--- config.mk ---
export PLATFORM = sky130hd
export DESIGN_NAME = ingress_ctrl
export DESIGN_NICKNAME = d
export VERILOG_FILES = /design/src/rtl/ingress_ctrl.sv
export SDC_FILE = /design/constraint.sdc
export NUM_CORES = 1
export LEC_CHECK = 0
export CAP_MARGIN = 20
export CORE_MARGIN = 5
export CORE_UTILIZATION = 40
export CTS_CLUSTER_DIAMETER = 120
export DETAILED_ROUTE_END_ITERATION = 6
export PLACE_DENSITY = 0.63
export SYNTH_ARGS = -nofsm -noshare
export SYNTH_HDL_FRONTEND = slang
export SYNTH_SLANG_ARGS = --single-unit
--- constraint.sdc ---
create_clock -name clk -period 2.8 [get_ports clk]
set_input_delay 0.28 -clock clk [delete_from_list [all_inputs] [get_ports clk]]
set_output_delay 0.28 -clock clk [all_outputs]
set_load 0.03 [all_outputs]
--- src/rtl/ingress_ctrl.sv ---
// ingress_ctrl: staging FIFO between a valid/ready traffic source and the
// flow-control core write port, with an init sequencer after reset.
// Optional statistics counters are enabled with `define INGRESS_STATS_EN.
// Handshake: a source word transfers on a rising edge where
// src_valid && src_ready; src_valid may be held while src_ready is low.
module ingress_ctrl #(
  parameter int DATA_W      = 6,
  parameter int DEPTH       = 4,
  parameter int INIT_CYCLES = 2
) (
  input  logic              clk,
  input  logic              reset_L,
  input  logic [DATA_W-1:0] src_data,
  input  logic              src_valid,
  output logic              src_ready,
  input  logic              flush,
  input  logic              pause,
  output logic [DATA_W-1:0] data_in,
  output logic              push_main,
  output logic              init,
  output logic              busy,
`ifdef INGRESS_STATS_EN
  output logic [15:0]       push_cnt,
  output logic [15:0]       stall_cnt,
`endif
  output logic [1:0]        st
);

  localparam int PTR_W = (DEPTH > 1) ? $clog2(DEPTH) : 1;
  localparam int CNT_W = PTR_W + 1;
  localparam int IC_W  = (INIT_CYCLES > 1) ? $clog2(INIT_CYCLES) : 1;

  typedef enum logic [1:0] {
    S_WAIT = 2'd0,
    S_INIT = 2'd1,
    S_RUN  = 2'd2,
    S_HOLD = 2'd3
  } state_t;

  state_t            state;
  logic [DATA_W-1:0] mem [DEPTH];
  logic [PTR_W-1:0]  wr_ptr;
  logic [PTR_W-1:0]  rd_ptr;
  logic [CNT_W-1:0]  count;
  logic [IC_W-1:0]   init_cnt;
  logic              accept;
  logic              pop;

  // Room check uses registered count only, so src_ready has no path from src_valid.
  assign src_ready = (count != CNT_W'(DEPTH)) && !flush && !reset_L;
  assign accept    = src_valid && src_ready;
  // Pop reads pre-edge contents, so a word accepted this edge is never popped with it.
  assign pop       = (state == S_RUN) && !pause && (count != '0) && !flush && !reset_L;
  assign busy      = (count != '0) || push_main;
  assign st        = state;

  // Staging storage write; contents need no reset because count gates every read.
  always_ff @(posedge clk) begin
    if (accept) begin
      mem[wr_ptr] <= src_data;
    end
  end

  // Staging pointers and occupancy; flush and reset empty the FIFO.
  always_ff @(posedge clk) begin
    if (reset_L || flush) begin
      wr_ptr <= '0;
      rd_ptr <= '0;
      count  <= '0;
    end else begin
      if (accept) wr_ptr <= wr_ptr + PTR_W'(1);
      if (pop)    rd_ptr <= rd_ptr + PTR_W'(1);
      case ({accept, pop})
        2'b10:   count <= count + CNT_W'(1);
        2'b01:   count <= count - CNT_W'(1);
        default: count <= count;
      endcase
    end
  end

  // Control FSM: init sequencing after reset, then forwarding gated by pause.
  always_ff @(posedge clk) begin
    if (reset_L) begin
      state     <= S_WAIT;
      init      <= 1'b0;
      init_cnt  <= '0;
      push_main <= 1'b0;
      data_in   <= '0;
    end else begin
      push_main <= 1'b0;
      case (state)
        S_WAIT: begin
          state    <= S_INIT;
          init     <= 1'b1;
          init_cnt <= '0;
        end
        S_INIT: begin
          if (init_cnt == IC_W'(INIT_CYCLES - 1)) begin
            state <= S_RUN;
            init  <= 1'b0;
          end else begin
            init_cnt <= init_cnt + IC_W'(1);
          end
        end
        S_RUN: begin
          if (pause) begin
            state <= S_HOLD;
          end
          if (pop) begin
            data_in   <= mem[rd_ptr];
            push_main <= 1'b1;
          end
        end
        S_HOLD: begin
          if (!pause) begin
            state <= S_RUN;
          end
        end
        default: state <= S_WAIT;
      endcase
    end
  end

`ifdef INGRESS_STATS_EN
  // Saturating push and stall counters, cleared only by reset.
  always_ff @(posedge clk) begin
    if (reset_L) begin
      push_cnt  <= '0;
      stall_cnt <= '0;
    end else begin
      if (push_main && (push_cnt != 16'hFFFF)) begin
        push_cnt <= push_cnt + 16'd1;
      end
      if ((state == S_HOLD) && (count != '0) && (stall_cnt != 16'hFFFF)) begin
        stall_cnt <= stall_cnt + 16'd1;
      end
    end
  end
`endif

endmodule

==> load_flow_metrics.sql, run 1 <==
INSERT INTO impl_metrics (metric_group, metric, value, unit) VALUES
('setup_path', 'cp_slowest_stage_delay', '0.46', 'ns'),
('placement', 'dp_worst_setup_slack', '0.1128', 'ns'),
('drt', 'wl_final', '2849', 'um'),
('setup_path', 'path_class', 'reg -> reg', ''),
('placement', 'place.detailed.hpwl', '2126', 'um'),
('synth', 'synth_area_leaders', 'edfxtp_1 42%, dfxtp_1 21%, mux4_2 7.9%', ''),
('clock_network', 'path_clk_slew', '0.08', 'ns'),
('synth', 'synth_area', '1720', 'sq um'),
('clock_network', 'cts_hold_buf', '0', ''),
('finish', 'fin_area', '2107', 'sq um'),
('flow_run', 'max-cap-violations', '0', ''),
('outcome', 'status', 'finished, final reports clean', ''),
('global_route', 'maximum_number_of_pins_on_one_net_before_global_route_repair', '16', ''),
('synth', 'synth_cells', '123', ''),
('setup_path', 'setup.worst_path.start_class', 'register', ''),
('drt', 'drc', '0', ''),
('global_route', 'grt-ovfl-total', '0', ''),
('sta', 'layout_setup_ws', '0.3786', 'ns'),
('floorplanning', 'num_io_pins', '23', ''),
('setup_path', 'worstSetupEndpoint', 'count[2]', ''),
('synth', 'proportion_of_synthesized_chip_area_in_sequential_cells', '62.84', '%'),
('placement', 'place_congestion', '0.7918', ''),
('finish', 'fin_nets', '168', ''),
('synth', 'ys.warnings.count', '0', ''),
('clock_network', 'tritoncts_num_sinks', '42', ''),
('clock_network', 'ctsResizeCount', '0', ''),
('setup_path', 'rrSetupSlack', '0.38', 'ns'),
('synth', 'ys_async_sr_fraction', '0', '%'),
('min_path', 'worstHoldPathType', 'reg -> reg', ''),
('floorplanning', 'die_area', '5712', 'sq um'),
('synth', 'syn_avg_cell_area', '13.99', 'sq um'),
('finish', 'area_delta_synth_final', '22.47', '%'),
('setup_path', 'endpoint_kind', 'register', ''),
('drt', 'detailedRoute.firstPassIterationCount', '4', ''),
('synth', 'ffs_latches_synth', '42', ''),
('sta', 'setup_violations', '0', ''),
('clock_network', 'cts.repair_timing.setup_buffer_count', '0', ''),
('floorplanning', 'initial_utilization', '42.10', '%'),
('synth', 'synth_fp_nets', '140', ''),
('sta', 'worstMarginPinSlew', '0.5245', 'ns'),
('sta', 'final.period_utilization', '86.48', '%'),
('floorplanning', 'fp.dieW', '75.58', 'um'),
('finish', 'diodes', '0', ''),
('sta', 'final_hold_viol_count', '0', ''),
('power', 'max-vdd-ir-drop', '0.2575', 'mV'),
('finish', 'final_layout_size_suffix_gt1_share', '15.13', '%'),
('clock_network', 'cts_buffers', '5', ''),
('setup_path', 'path_depth', '8', ''),
('synth', 'postSynth.topFlopCell', 'edfxtp_1', ''),
('floorplanning', 'die-height', '75.58', 'um'),
('synth', 'synth.cells.most_frequent', '24 x edfxtp_1, 18 x dfxtp_1, 9 x nor2_1', ''),
('power', 'static-leakage-power', '0.6953', 'nW'),
('drt', 'post_drt_wl_per_cell', '14.10', 'um'),
('clock_network', 'clkLatencyLatePin', '0.29', 'ns'),
('setup_path', 'worst-endpoint-arrival', '2.65', 'ns'),
('sta', 'tns', '0', 'ns'),
('sta', 'final.min_clock_period', '2.421', 'ns'),
('setup_path', 'worstSetupStartpoint', 'st[1]', ''),
('sta', 'hold_ws', '0.4825', 'ns'),
('placement', 'postPlaceCellArea', '2014', 'sq um'),
('sta', 'fmaxAchievable', '0.4130', 'GHz'),
('synth', 'synthMostInstantiatedCell', 'edfxtp_1', ''),
('setup_path', 'timing.critical_path.required', '3.02', 'ns'),
('power', 'power-per-cell-area', '538.2', 'nW/um^2'),
('setup_path', 'regToRegEndpoint', 'count[2]', ''),
('synth', 'synth_top_area_share', '41.89', '%'),
('setup_path', 'cp.buffers_inverters', '1', ''),
('setup_path', 'cp_slowest_cell', 'or3b_4', ''),
('setup_path', 'critical-path-top-delay-family', 'simple AND/OR/NAND/NOR gates', ''),
('setup_path', 'rr_startpoint', 'st[1]', ''),
('setup_path', 'top_fanout_value_on_the_critical_path', '7', '');
placed cells by master, fill, tap and decap left out, types with 2 or more instances in the layout:
master,instances
clkinvlp_4,2
or3_1,3
mux2i_1,4
xor2_1,2
o21ai_0,2
nor3_2,2
dfxtp_1,18
edfxtp_1,24
nand2_1,3
o2bb2ai_1,6
nor2_1,9
ha_1,5
inv_1,7
clkbuf_8,5
buf_4,4
and2_1,5
nand2b_1,8
a21oi_1,6
mux4_2,6
clkdlybuf4s50_1,22
registers in the layout, summed over array words and instances (netlist names):
name and cells:
data_in 6, count 3, init_cnt 1, init 1
rd_ptr 2, st 2, wr_ptr 2, push_main 1
mem 24
routing by layer:
layer	GRT usage [%]	vias up	wire length (um)
met3	3.958	6	134
met4	4.660	0	52
met2	19.56	17	1408
met1	13.55	499	1254
met5	0	-	0
li1	-	498	-
cells by family (layout without fill, tap and decap cells):
| group | after synthesis | after routing | synth area share (%) |
|---|---|---|---|
| flip-flops | 42 | 42 | 62.84 |
| AO/OA/AOI/OAI | 14 | 14 | 5.382 |
| XOR/XNOR | 2 | 2 | 1.018 |
| buffers and inverters | 12 | 41 | 2.619 |
| multiplexers | 10 | 10 | 10.18 |
| adder cells (fa/ha/maj) | 6 | 6 | 4.800 |
| AND/OR/NAND/NOR | 37 | 37 | 13.16 |
worst min-delay path by stage:
stage / to / start / cells after the start / slack, ns
5_1_grt: data_in[0] / data_in[0] / 2 / 0.50
4_1_cts: data_in[0] / data_in[0] / 2 / 0.49
3_3_place_gp: data_in[5] / data_in[5] / 2 / 0.47
3_5_place_dp: data_in[0] / data_in[0] / 2 / 0.48
6_report: data_in[0] / data_in[0] / 2 / 0.48
2_1_floorplan: mem[0][0] / src_data[0] / 0 / 0.38
report_power, final:
group          internal, mW  switching (mW)
combinational        0.0367          0.0363
clock                 0.178           0.214
sequential            0.661         0.00758
area by class of cell:
cell class / count / area (sq um)
clock buffer: 5 / 68.82
multi-input combinational: 69 / 594.3
sequential: 42 / 1081
fill: 349 / 1979
clock inverter: 3 / 23.77
timing repair buffer: 26 / 250.2
inverter: 7 / 26.28
tap: 50 / 62.56
per-stage QoR:
stage / utilization, % / power (mW) / std cells
6_report: 51.56 / 1.134 / 202
5_1_grt: 51.56 / 1.192 / 202
4_1_cts: 51.56 / 1.148 / 202
3_5_place_dp: 49.30 / 0.7573 / 194
3_3_place_gp: 49.30 / 0.7542 / 194
2_1_floorplan: - / 0.7195 / 123
worst register-to-register path, stage by stage, from the launching register on:
cell     delay (ns)
dfxtp_1        0.44
or3b_4         0.46
nor3_4         0.20
ha_1           0.21
inv_1          0.06
fa_1           0.37
xor2_1         0.16
or3_1          0.31
a21oi_1        0.15
(Power assumes the default switching activity.)
==> run 2: changes to the inputs <==
--- a/config.mk
+++ b/config.mk
@@ -10,7 +10,7 @@
 export CORE_UTILIZATION = 40
 export CTS_CLUSTER_DIAMETER = 120
 export DETAILED_ROUTE_END_ITERATION = 6
-export PLACE_DENSITY = 0.63
+export PLACE_DENSITY = 0.65
 export SYNTH_ARGS = -nofsm -noshare
 export SYNTH_HDL_FRONTEND = slang
 export SYNTH_SLANG_ARGS = --single-unit
==> constraint.sdc (replaced) <==
create_clock -name clk -period 2.1 [get_ports clk]
set_input_delay 0.21 -clock clk [delete_from_list [all_inputs] [get_ports clk]]
set_output_delay 0.21 -clock clk [all_outputs]
set_load 0.03 [all_outputs]
==> run 2 against run 1 <==
Net effect:
- the run now ends with setup timing left
- setup slack worse by 0.41 ns
- clock power up 32%
- total power up 34%
- combinational power up 56%
- register-to-register slack worse by 0.40 ns
- die area unchanged
- hold slack worse by 0.0042 ns
- critical endpoint unchanged
- first-iteration DRC count down 33%
- via count up 2.4%
- highest routed layer unchanged
==> load_flow_metrics.sql, run 2 (same netlist as run 1, synthesis figures left out) <==
INSERT INTO impl_metrics (metric_group, metric, value, unit) VALUES
('sta', 'fin_worst_skew', '0.009282', 'ns'),
('min_path', 'worstHoldPathType', 'reg -> reg', ''),
('flow_run', 'max-cap-violations', '0', ''),
('placement', 'dp_cells', '204', ''),
('power', 'power-per-cell-area', '686.0', 'nW/um^2'),
('finish', 'utilization', '54.23', '%'),
('finish', 'multi_input_comb_area', '618.1', 'sq um'),
('global_route', 'via_count_of_the_first_global_routing_pass', '1095', ''),
('min_path', 'timing.hold.worst.start', 'data_in[3]', ''),
('clock_network', 'clkLatencyLatePin', '0.29', 'ns'),
('global_route', 'grt-ovfl-total', '0', ''),
('setup_path', 'worst-endpoint-arrival', '2.35', 'ns'),
('drt', 'post_drt_via_cell_ratio', '4.901', ''),
('sta', 'worstMarginPinSlew', '0.4865', 'ns'),
('setup_path', 'r2r.worst_path.cells', '8', ''),
('finish', 'area_delta_synth_final', '28.80', '%'),
('drt', 'routed-via-count', '1044', ''),
('sta', 'rsz0062_at_grt', 'true', ''),
('finish', 'fill_cells', '353', ''),
('drt', 'drt_iter0_markers', '20', ''),
('min_path', 'hold_path_depth', '2', ''),
('global_route', 'grt_use_total', '12.09', '%'),
('sta', 'layout_setup_ws', '-0.02788', 'ns'),
('clock_network', 'tritoncts_num_sinks', '42', ''),
('global_route', 'number_of_antenna_violations_at_the_first_check_in_global_routing', '0', ''),
('floorplanning', 'fp.dieW', '75.58', 'um'),
('setup_path', 'path_class', 'in -> reg', ''),
('global_route', 'grt_first_pass_wirelength', '5023', 'um'),
('finish', 'diodes', '0', ''),
('finish', 'final_layout_size_suffix_gt1_share', '26.38', '%'),
('finish', 'fin_nets', '179', ''),
('sta', 'final.min_clock_period', '2.128', 'ns'),
('setup_path', 'setup.worst_path.start_class', 'primary input', ''),
('floorplanning', 'initial_utilization', '42.10', '%'),
('finish', 'regArea', '1087', 'sq um'),
('drt', 'drt.antenna.violating_nets', '0', ''),
('sta', 'slew_headroom', '67.52', '%'),
('sta', 'final_hold_viol_count', '0', ''),
('setup_path', 'rr_startpoint', 'st[1]', ''),
('finish', 'top_register', 'mem', ''),
('clock_network', 'cts_buffers', '5', ''),
('finish', 'largest_reg_flops', '24', ''),
('placement', 'io_buffer_count', '22', ''),
('placement', 'place_congestion', '0.6999', ''),
('outcome', 'status', 'complete, but fails checks', ''),
('min_path', 'hold_end', 'data_in[3]', ''),
('setup_path', 'top_fanout_value_on_the_critical_path', '2', ''),
('floorplanning', 'num_io_pins', '23', ''),
('power', 'static-leakage-power', '0.7593', 'nW'),
('floorplanning', 'site_rows', '23', ''),
('global_route', 'maximum_number_of_pins_on_one_net_before_global_route_repair', '13', ''),
('clock_network', 'cts_hold_buf', '0', ''),
('finish', 'reg_top3', 'mem x24, data_in x6, count x3', ''),
('sta', 'setup_violations', '1', ''),
('clock_network', 'maximum_clock_path_buffer_count', '2', ''),
('sta', 'final.period_utilization', '101.3', '%'),
('clock_network', 'cts_root_buf', 'clkbuf_8', ''),
('outcome', 'violated_checks', 'setup timing', ''),
('drt', 'detailedRoute.firstPassIterationCount', '2', ''),
('setup_path', 'timing.critical_path.required', '2.33', 'ns'),
('sta', 'hold_ws', '0.4783', 'ns'),
('floorplanning', 'die-height', '75.58', 'um'),
('drt', 'wl_final', '2957', 'um'),
('floorplanning', 'core_area', '4086', 'sq um'),
('finish', 'final-instance-count-excl-fill', '213', ''),
('floorplanning', 'die_area', '5712', 'sq um'),
('placement', 'place.detailed.hpwl', '2265', 'um'),
('finish', 'layout_common_cells', '24 x edfxtp_1, 21 x clkdlybuf4s50_1, 16 x buf_4', ''),
('finish', 'mostFrequentLayoutCell', 'edfxtp_1', ''),
('drt', 'drc', '0', ''),
('setup_path', 'endpoint_kind', 'register', ''),
('sta', 'slew_viol_final', '0', ''),
('sta', 'fmaxAchievable', '0.4700', 'GHz'),
('power', 'max-vdd-ir-drop', '0.5198', 'mV'),
('setup_path', 'worstSetupStartpoint', 'pause', ''),
('setup_path', 'regToRegEndpoint', 'count[2]', ''),
('drt', 'post_drt_wl_per_cell', '13.88', 'um'),
('power', 'power.total', '1.520', 'mW'),
('clock_network', 'path_clk_slew', '0.08', 'ns'),
('clock_network', 'tritoncts', 'done', ''),
('setup_path', 'rrSetupSlack', '-0.02', 'ns'),
('clock_network', 'ctsHtreeMaxLevel', '2', ''),
('sta', 'tns', '-0.02788', 'ns');
-- run 2: how the worst max path moves through the flow --
| stage | depth (start not counted) | to | slack [ns] |
|---|---|---|---|
| 2_1_floorplan | 8 | count[2] | -0.16 |
| 3_3_place_gp | 9 | count[2] | -0.25 |
| 3_5_place_dp | 9 | count[2] | -0.35 |
| 4_1_cts | 8 | count[2] | -0.03 |
| 5_1_grt | 8 | count[2] | -0.11 |
| 6_report | 9 | count[2] | -0.03 |
-- run 2: final cells by class --
type / instances / share of cell area, %
timing repair buffer: 37 / 14.91
inverter: 7 / 1.186
sequential: 42 / 49.07
clock inverter: 1 / 0.2259
tap: 50 / 2.823
multi-input combinational: 69 / 27.89
clock buffer: 7 / 3.896
-- run 2: critical path, stage by stage --
cell             delay (ns)
clkdlybuf4s50_1        0.42
or3b_4                 0.40
nor3_4                 0.19
ha_4                   0.17
inv_2                  0.03
fa_2                   0.33
xor2_1                 0.16
or3_1                  0.32
a21oi_2                0.12
-- run 2: per-stage QoR --
step	setup slack [ns]	instance area (sq um)
after floorplan	-0.1644	1730
after global placement	-0.2493	2097
after detailed placement	-0.3503	2097
after CTS	-0.03153	2216
after global routing	-0.1125	2216
final	-0.02788	2216
-- run 2: power breakdown --
part | internal [mW] | switching, mW
sequential | 0.882 | 0.00711
clock | 0.265 | 0.252
combinational | 0.0584 | 0.0554
-- run 2: repair_timing --
item                                   4_1_cts  5_1_grt
buffers inserted                             1        0
endpoints found under the hold margin        0        0
pin swaps                                    0        0
resized for setup                            5        0
setup endpoints to repair                    1        1
-- run 2: per-layer routing --
layer | vias up | GRT usage [%] | wire [um]
met2 | 18 | 22.05 | 1562
met4 | 0 | 4.078 | 34
met1 | 501 | 12.53 | 1206
met5 | - | 0 | 0
li1 | 521 | - | -
met3 | 4 | 4.881 | 153
==> run 3: changes to the inputs <==
--- a/config.mk
+++ b/config.mk
@@ -11,6 +11,7 @@
 export CTS_CLUSTER_DIAMETER = 120
 export DETAILED_ROUTE_END_ITERATION = 6
 export PLACE_DENSITY = 0.65
+export SKIP_CTS_REPAIR_TIMING = 1
 export SYNTH_ARGS = -nofsm -noshare
 export SYNTH_HDL_FRONTEND = slang
 export SYNTH_SLANG_ARGS = --single-unit
==> run 3 against run 2 <==
Net effect:
- the flow still finishes with violations (setup timing)
- clock-buffer cell count stayed put
- via count is 0.19% lower
- register-to-register slack worse by 0.08 ns
- global-route usage is 0.19 points lower
- die area stayed put
- hold slack hardly changed
==> load_flow_metrics.sql, run 3 (same netlist as run 1, synthesis figures left out) <==
INSERT INTO impl_metrics (metric_group, metric, value, unit) VALUES
('finish', 'fill_cells', '358', ''),
('setup_path', 'top_fanout_value_on_the_critical_path', '3', ''),
('placement', 'io_buffer_count', '22', ''),
('finish', 'regArea', '1087', 'sq um'),
('sta', 'slew_viol_final', '0', ''),
('finish', 'reg_top3', 'mem x24, data_in x6, count x3', ''),
('power', 'netsw', '0.3175', 'mW'),
('power', 'p_seq_share', '58.4', '%'),
('finish', 'fin_area', '2205', 'sq um'),
('clock_network', 'ctsHtreeMaxLevel', '2', ''),
('clock_network', 'clkLatencyLatePin', '0.29', 'ns'),
('power', 'power_frac_clock', '34.2', '%'),
('finish', 'multi_input_comb_area', '606.8', 'sq um'),
('min_path', 'hold_path_depth', '2', ''),
('setup_path', 'regToRegEndpoint', 'count[2]', ''),
('clock_network', 'tritoncts', 'done', ''),
('finish', 'largest_reg_flops', '24', ''),
('floorplanning', 'num_io_pins', '23', ''),
('sta', 'final.min_clock_period', '2.200', 'ns'),
('sta', 'slew_headroom', '67.95', '%'),
('finish', 'utilization', '53.95', '%'),
('placement', 'place.detailed.hpwl', '2265', 'um'),
('sta', 'final.period_utilization', '104.8', '%'),
('global_route', 'grt_first_pass_wirelength', '4940', 'um'),
('setup_path', 'worst-endpoint-arrival', '2.41', 'ns'),
('floorplanning', 'initial_utilization', '42.10', '%'),
('global_route', 'via_count_of_the_first_global_routing_pass', '1083', ''),
('outcome', 'violated_checks', 'setup timing', ''),
('min_path', 'hold_end', 'data_in[3]', ''),
('global_route', 'number_of_antenna_violations_at_the_first_check_in_global_routing', '0', ''),
('setup_path', 'endpoint_kind', 'register', ''),
('finish', 'layout_common_cells', '24 x edfxtp_1, 21 x clkdlybuf4s50_1, 16 x buf_4', ''),
('clock_network', 'tritoncts_num_sinks', '42', ''),
('sta', 'rsz0062_at_grt', 'true', ''),
('power', 'power-per-cell-area', '690.6', 'nW/um^2'),
('global_route', 'grt_use_total', '11.90', '%'),
('floorplanning', 'die-height', '75.58', 'um'),
('setup_path', 'rr_startpoint', 'count[2]', ''),
('setup_path', 'cp_slowest_cell', 'or3b_4', ''),
('global_route', 'maximum_number_of_pins_on_one_net_before_global_route_repair', '13', ''),
('power', 'power.switching_fraction', '20.85', '%'),
('power', 'static-leakage-power', '0.7609', 'nW'),
('setup_path', 'critical-path-top-delay-family', 'simple AND/OR/NAND/NOR gates', ''),
('finish', 'final_layout_size_suffix_gt1_share', '25.77', '%'),
('clock_network', 'maximum_clock_path_buffer_count', '2', ''),
('placement', 'postPlaceCellArea', '2097', 'sq um'),
('sta', 'fin_worst_skew', '0.008485', 'ns'),
('setup_path', 'crit_path_cell_trace', 'or3b_4 > and3_4 > inv_1 > ha_2 > inv_2 > fa_2 > xor2_1 > or3_1 > a21oi_1', ''),
('finish', 'top_register', 'mem', ''),
('placement', 'place_congestion', '0.6999', ''),
('floorplanning', 'die_area', '5712', 'sq um'),
('finish', 'diodes', '0', ''),
('clock_network', 'cts_buffers', '5', ''),
('sta', 'final_hold_viol_count', '0', ''),
('min_path', 'worstHoldPathType', 'reg -> reg', ''),
('sta', 'fmaxAchievable', '0.4545', 'GHz'),
('floorplanning', 'site_rows', '23', ''),
('drt', 'wl_final', '3006', 'um'),
('setup_path', 'setup.worst_path.start_class', 'register', ''),
('floorplanning', 'core_area', '4086', 'sq um'),
('power', 'max-vdd-ir-drop', '0.5272', 'mV'),
('drt', 'drc', '0', ''),
('sta', 'worstMarginPinSlew', '0.4801', 'ns'),
('setup_path', 'timing.critical_path.required', '2.31', 'ns'),
('drt', 'routed-via-count', '1042', ''),
('power', 'share_comb_of_total_power', '7.4', '%'),
('setup_path', 'cp.buffers_inverters', '2', ''),
('drt', 'detailedRoute.firstPassIterationCount', '4', ''),
('setup_path', 'path_class', 'reg -> reg', ''),
('drt', 'post_drt_wl_per_cell', '14.11', 'um'),
('outcome', 'status', 'complete, but fails checks', ''),
('power', 'internal_power', '1.205', 'mW'),
('clock_network', 'cts_root_buf', 'clkbuf_8', ''),
('flow_run', 'max-cap-violations', '0', ''),
('sta', 'layout_setup_ws', '-0.1002', 'ns'),
('setup_path', 'cp_slowest_stage_delay', '0.38', 'ns'),
('drt', 'drt.antenna.violating_nets', '0', ''),
('setup_path', 'r2r.worst_path.cells', '9', ''),
('setup_path', 'rrSetupSlack', '-0.10', 'ns'),
('drt', 'post_drt_via_cell_ratio', '4.892', ''),
('drt', 'drt_iter0_markers', '20', ''),
('clock_network', 'path_clk_slew', '0.08', 'ns'),
('finish', 'fin_nets', '179', ''),
('sta', 'setup_violations', '1', ''),
('finish', 'mostFrequentLayoutCell', 'edfxtp_1', ''),
('global_route', 'grt-ovfl-total', '0', ''),
('floorplanning', 'fp.dieW', '75.58', 'um'),
('min_path', 'timing.hold.worst.start', 'data_in[3]', ''),
('finish', 'area_delta_synth_final', '28.15', '%');
run 3: cell types whose count changed in the layout (fill, tap and decap cells not counted):
cell,previous run,this run
inv_2,2,1
a21oi_1,5,6
inv_1,5,6
a21oi_2,1,0
or3b_1,1,0
ha_4,1,0
or3b_4,1,2
ha_2,0,1
run 3: worst max-delay path by stage:
stage	slack [ns]	end	cells past startpoint	startpoint
finish	-0.10	count[2]	9	count[2]
global route	-0.17	count[2]	9	count[2]
CTS	-0.16	count[2]	9	count[2]
detailed placement	-0.35	count[2]	9	pause
global placement	-0.25	count[2]	9	pause
floorplan	-0.16	count[2]	8	st[1]
run 3: layout make-up:
| class | instances | area share (%) |
|---|---|---|
| Inverter | 7 | 1.192 |
| Sequential cell | 42 | 49.32 |
| Clock inverter | 1 | 0.2270 |
| Clock buffer | 7 | 3.916 |
| Timing Repair Buffer | 37 | 14.98 |
| Multi-Input combinational cell | 69 | 27.53 |
| Tap cell | 50 | 2.838 |
run 3: per-layer routing:
metal	wire, um	GRT usage (%)	vias up
met5	0	0	-
li1	-	-	520
met3	158	4.881	5
met2	1595	21.67	19
met1	1212	12.28	498
met4	39	4.078	0
run 3: power by group through the flow:
stage	Combinational (mW)	Clock, mW	Sequential, mW
floorplan	0.0400	0	0.920
global placement	0.109	0	0.907
detailed placement	0.114	0	0.908
CTS	0.114	0.538	0.889
global route	0.123	0.573	0.891
finish	0.113	0.520	0.889
run 3: through the flow:
step,total power [mW],setup WS [ns],std cells,TNS [ns],hold WS (ns)
detailed placement,1.022,-0.3503,204,-0.5010,0.4697
floorplan,0.9597,-0.1644,123,-0.1965,0.3089
CTS,1.541,-0.1569,212,-0.1569,0.4822
global route,1.586,-0.1672,213,-0.1672,0.5112
finish,1.522,-0.1002,213,-0.1002,0.4786
global placement,1.016,-0.2493,204,-0.3817,0.4647
run 3: tightest hold or removal path, stage by stage, from the launching register on:
cell	delay (ns)
dfxtp_1	0.31
nand2b_1	0.06
o2bb2ai_1	0.06
